--- src/rtl/uart_rx_fifo.sv ---
// Receive-side byte FIFO behind the UART receiver: edge-detected capture, FWFT read port, sticky overrun.
// Optional threshold flag enabled by defining UART_RX_FIFO_THRESH_EN.
module uart_rx_fifo #(
    parameter int DEPTH  = 16,
    parameter int DATA_W = 8,
    parameter int ADDR_W = $clog2(DEPTH)
`ifdef UART_RX_FIFO_THRESH_EN
    ,
    parameter int THRESH = DEPTH / 2
`endif
) (
    input  logic              uart_clk,
    input  logic              rst_n,
    input  logic              rx_valid,
    input  logic [DATA_W-1:0] rx_data,
    input  logic              rd_ready,
    output logic              rd_valid,
    output logic [DATA_W-1:0] rd_data,
    output logic [ADDR_W:0]   count,
    output logic              full,
    output logic              empty,
    output logic              overrun,
    input  logic              overrun_clr
`ifdef UART_RX_FIFO_THRESH_EN
    ,
    output logic              thresh_hit
`endif
);

    logic [DATA_W-1:0] mem [DEPTH];
    logic [ADDR_W-1:0] wr_ptr;
    logic [ADDR_W-1:0] rd_ptr;
    logic              rx_valid_q;
    logic              push;
    logic              pop;
    logic              wr_en;
    logic              drop;

    assign empty    = (count == '0);
    assign full     = (count == (ADDR_W + 1)'(DEPTH));
    assign rd_valid = ~empty;
    assign rd_data  = rd_valid ? mem[rd_ptr] : '0;

    // One write per rising edge of rx_valid; a pop frees the slot when full.
    assign push  = rx_valid & ~rx_valid_q;
    assign pop   = rd_valid & rd_ready;
    assign wr_en = push & (~full | pop);
    assign drop  = push & full & ~pop;

    always_ff @(posedge uart_clk) begin
        if (wr_en) begin
            mem[wr_ptr] <= rx_data;
        end
    end

    always_ff @(posedge uart_clk) begin
        if (!rst_n) begin
            rx_valid_q <= 1'b1;
            wr_ptr     <= '0;
            rd_ptr     <= '0;
            count      <= '0;
            overrun    <= 1'b0;
        end else begin
            rx_valid_q <= rx_valid;
            if (wr_en) begin
                wr_ptr <= wr_ptr + 1'b1;
            end
            if (pop) begin
                rd_ptr <= rd_ptr + 1'b1;
            end
            if (wr_en && !pop) begin
                count <= count + 1'b1;
            end else if (pop && !wr_en) begin
                count <= count - 1'b1;
            end
            // A drop in the same cycle as a clear keeps the flag set.
            if (drop) begin
                overrun <= 1'b1;
            end else if (overrun_clr) begin
                overrun <= 1'b0;
            end
        end
    end

`ifdef UART_RX_FIFO_THRESH_EN
    always_ff @(posedge uart_clk) begin
        if (!rst_n) begin
            thresh_hit <= 1'b0;
        end else begin
            thresh_hit <= (count >= (ADDR_W + 1)'(THRESH));
        end
    end
`endif

endmodule

--- config.mk ---
export PLATFORM = sky130hd
export DESIGN_NAME = uart_rx_fifo
export DESIGN_NICKNAME = d
export VERILOG_FILES = /design/src/rtl/uart_rx_fifo.sv
export SDC_FILE = /design/constraint.sdc
export NUM_CORES = 1
export LEC_CHECK = 0
export ABC_AREA = 1
export CAP_MARGIN = 20
export CORE_AREA = 2 2 130 94
export DETAILED_ROUTE_END_ITERATION = 12
export DIE_AREA = 0 0 132 96
export PLACE_DENSITY_LB_ADDON = 0.05
export SLEW_MARGIN = 20
export SYNTH_ARGS = -nofsm -noshare
export SYNTH_HDL_FRONTEND = slang
export SYNTH_SLANG_ARGS = --single-unit
--- constraint.sdc ---
create_clock -name uart_clk -period 3.3 [get_ports uart_clk]
set_input_delay 0.66 -clock uart_clk [delete_from_list [all_inputs] [get_ports uart_clk]]
set_output_delay 0.66 -clock uart_clk [all_outputs]
set_load 0.01 [all_outputs]
==> run_results.csv <==
group,metric,value,unit
clocking,clkLatencyLatePin,0.42,ns
global_routing,antenna_found_initial,0,
timing,relSlewSlack,0.5628,
timing,fin_crit_sh,0.9782,
logic_synthesis,synth_top_cell_by_area,"edfxtp_1",
logic_synthesis,synth_top_area_frac,0.6205,
setup_path,crit_fanout,11,
logic_synthesis,synth-edff-count,128,
logic_synthesis,yosysSeqAreaShare,0.6819,
cells_and_area,antennaDiodeCount,0,
logic_synthesis,synth.net_count,585,
timing,fmax,0.3098,GHz
die,io_pins,30,
die,die_area,12670,um2
setup_path,reg2reg_depth,14,
cells_and_area,nNetsFinal,637,
drt,wl_per_cell,17.27,um
setup_path,rrSetupSlack,0.88,ns
logic_synthesis,synth_area_leaders,"edfxtp_1 (62%), nand2_1 (11%), nand3_1 (8.2%)",
worst_hold_path,min_to,"overrun",
worst_hold_path,hold_class,"reg2reg",
setup_path,max_stage_delay,0.61,ns
clocking,clock-root-buffer,"clkbuf_16",
timing,skew,0.006139,ns
clocking,cts.sinks,147,
die,rows,33,
timing,worst_slack,0.07199,ns
die,chipHeight,96,um
placement,place_ws,0.4140,ns
drt,firstDrtPassIters,4,
drt,drt-total-wl,13.54,mm
global_routing,overflow,0,
timing,hold_viol,0,
power,ir_worst_vdd,447.4,uV
drt,drtIter0Drc,267,
timing,setup_viol,0,
setup_path,reg2reg_from,"count[0]",
logic_synthesis,ys_ff_latch,147,
cells_and_area,utilization,0.6411,
drt,drc,0,
global_routing,grt_pass1_wl,21.52,mm
setup_path,crit_slowest_cell,"clkdlybuf4s50_1",
setup_path,critPathLaunchType,"register",
cells_and_area,area_delta_synth_final,18.36,%
timing,period_needed,3.228,ns
setup_path,required,2.64,ns
drt,num_vias,4182,
power,power.total,5627,uW
global_routing,grt_pass1_vias,4060,
placement,portBuffers,29,
drt,wl_met3,643,um
clocking,numCtsBuffers,17,
logic_synthesis,synth_area_per_cell,11.02,um2
cells_and_area,nFillCells,929,
clocking,clockBufferDepth,2,
setup_path,arrival,2.57,ns
setup_path,worstReg2RegEnd,"count[4]",
power,power.leakage,0.002746,uW
placement,place_congestion,0.8069,
placement,dp_hpwl,8.821,mm
drt,route.met2.wl,6.028,mm
logic_synthesis,yosys_warnings,0,
global_routing,grtUsageTotal,0.2303,
logic_synthesis,async_reset_ff_frac,0,
setup_path,path_class,"reg2out",
die,core,11440,um2
logic_synthesis,syn-instance-count,562,
logic_synthesis,synthFlopType,"edfxtp_1",
setup_path,end_kind,"output pin",
drt,postRouteAntennaNets,0,
logic_synthesis,yosys.area_share.simple,0.2185,
logic_synthesis,synth_compound_area_frac,0.02101,
timing,tns,0,ns
clocking,cts_hold_buf,0,
logic_synthesis,synth_top_family_by_area,"simple AND/OR/NAND/NOR gates",
cells_and_area,drive_gt1_frac,0.1116,
die,initial_core_util,0.5416,
drt,routed_via_density,5.334,
clocking,h-tree-depth,4,
logic_synthesis,yosysUniqueCellTypes,23,
timing,worst_pin_slew,0.6550,ns
setup_path,path_cells,"clkinvlp_4 > buf_4 > nand3_1 > nand3_1 > nand2_1 > nand2_1 > a21oi_1 > clkdlybuf4s50_1",
power,cellPowerDensity,767.4,nW/um2
die,fp.dieW,132,um
drt,routed.top_layer,"met4",
drt,wl_met1,6.646,mm
logic_synthesis,synthXorXnorAreaFrac,0.01131,
timing,drv_slew,0,
clocking,cts_tree,"done",
logic_synthesis,synth_fa_ha_area_frac,0.02141,
logic_synthesis,synthMuxAreaShare,0,
logic_synthesis,synth_area,6195,um2
status,status,"finished clean",
global_routing,grt_max_degree,33,
worst_hold_path,hold_start,"overrun",
clocking,clkTransAtPathRegs,0.06,ns
run,maxCapViolations,0,
timing,whs,0.4592,ns
worst_hold_path,hold_depth,2,
report_power, final:
group / internal (uW) / switching [uW]
registers: 2080 / 71.7
logic: 614 / 951
clock network: 1170 / 743
total: 3860 / 1770
cells in the final DEF, fill, tap and decap left out:
| cell | count |
|---|---|
| dfxtp_1 | 18 |
| inv_6 | 1 |
| or2_2 | 1 |
| a21oi_1 | 17 |
| o21ai_0 | 7 |
| clkinv_2 | 4 |
| clkbuf_16 | 17 |
| nand3_1 | 101 |
| nand2_2 | 1 |
| clkinv_4 | 2 |
| nand2b_1 | 1 |
| ha_1 | 9 |
| clkinv_1 | 1 |
| edfxtp_1 | 128 |
| bufinv_16 | 2 |
| fa_1 | 1 |
| clkbuf_8 | 3 |
| a21oi_2 | 2 |
| nand2_1 | 184 |
| dfxtp_2 | 1 |
| xnor2_1 | 1 |
| nor2_1 | 14 |
| inv_1 | 22 |
| clkinvlp_4 | 6 |
| xor2_1 | 7 |
| nand4_1 | 1 |
| buf_4 | 29 |
| nor3_1 | 16 |
| clkdlybuf4s50_1 | 29 |
| inv_2 | 1 |
metrics by stage:
stage	std cells	cell area (um2)
floorplan	562	6195
global placement	750	6706
detailed placement	750	6706
CTS	782	7302
global route	784	7332
finish	784	7332
synthesized netlist by cell type (2+ instances only):
library cell,instances
ha_1,9
buf_6,7
edfxtp_1,128
a21oi_1,19
nand2_1,184
nor2_1,14
clkinv_1,2
inv_1,23
clkbuf_1,2
xor2_1,7
dfxtp_1,19
buf_4,6
nor3_1,16
nand3_1,101
buf_2,11
o21ai_0,7
metal layers:
layer	track usage	up-vias
met2	0.3464	103
met5	0	-
met3	0.05424	21
li1	-	2048
met1	0.3237	2010
met4	0.1024	0
worst max path at each step:
| stage | slack (ns) | from | to | cells past startpoint |
|---|---|---|---|---|
| 5_1_grt | -0.03 | register | rd_data[6] | 9 |
| 6_report | 0.07 | register | rd_data[0] | 8 |
| 3_5_place_dp | 0.41 | rd_ready | count[4] | 14 |
| 2_1_floorplan | 1.07 | rd_ready | count[4] | 13 |
| 4_1_cts | 0.05 | register | rd_data[5] | 8 |
| 3_3_place_gp | 0.53 | rd_ready | count[4] | 14 |
repair_timing:
item / in CTS / in global routing
setup endpoints to repair: 0 / 8
setup buffers: 0 / 1
resized for setup: 0 / 5
endpoints found under the hold margin: 0 / 0
layout make-up:
type / instances / area, um2 / share of cell area
clock buffers: 20 / 466.7 / 0.06365
clock inverters: 12 / 128.9 / 0.01758
inverters: 26 / 105.1 / 0.01433
multi-input cells: 363 / 1694 / 0.2311
flip-flops and latches: 147 / 4225 / 0.5763
well taps: 157 / 196.4 / 0.02679
repair buffers: 58 / 508.0 / 0.06928
repair inverters: 1 / 7.507 / 0.001024
critical path, delay by kind of cell (launching register included):
kind,cells,cell delay (ns)
DFF,1,0.49
AOI/OAI and AO/OA,1,0.29
buffers and inverters,3,0.96
and+or+nand+nor,4,0.40
registers in the layout, summed over array words and instances, names as in the netlist, named ones only:
register and flops:
count 5, mem 128, overrun 1, rd_ptr 4, rx_valid_q 1, wr_ptr 4
cell families after synthesis:
group,after synthesis
flops,147
xor+xnor,8
simple gates,319
fa+ha+maj,10
buf+inv,52
compound gates,26
Power figures use the tool's default switching activity.
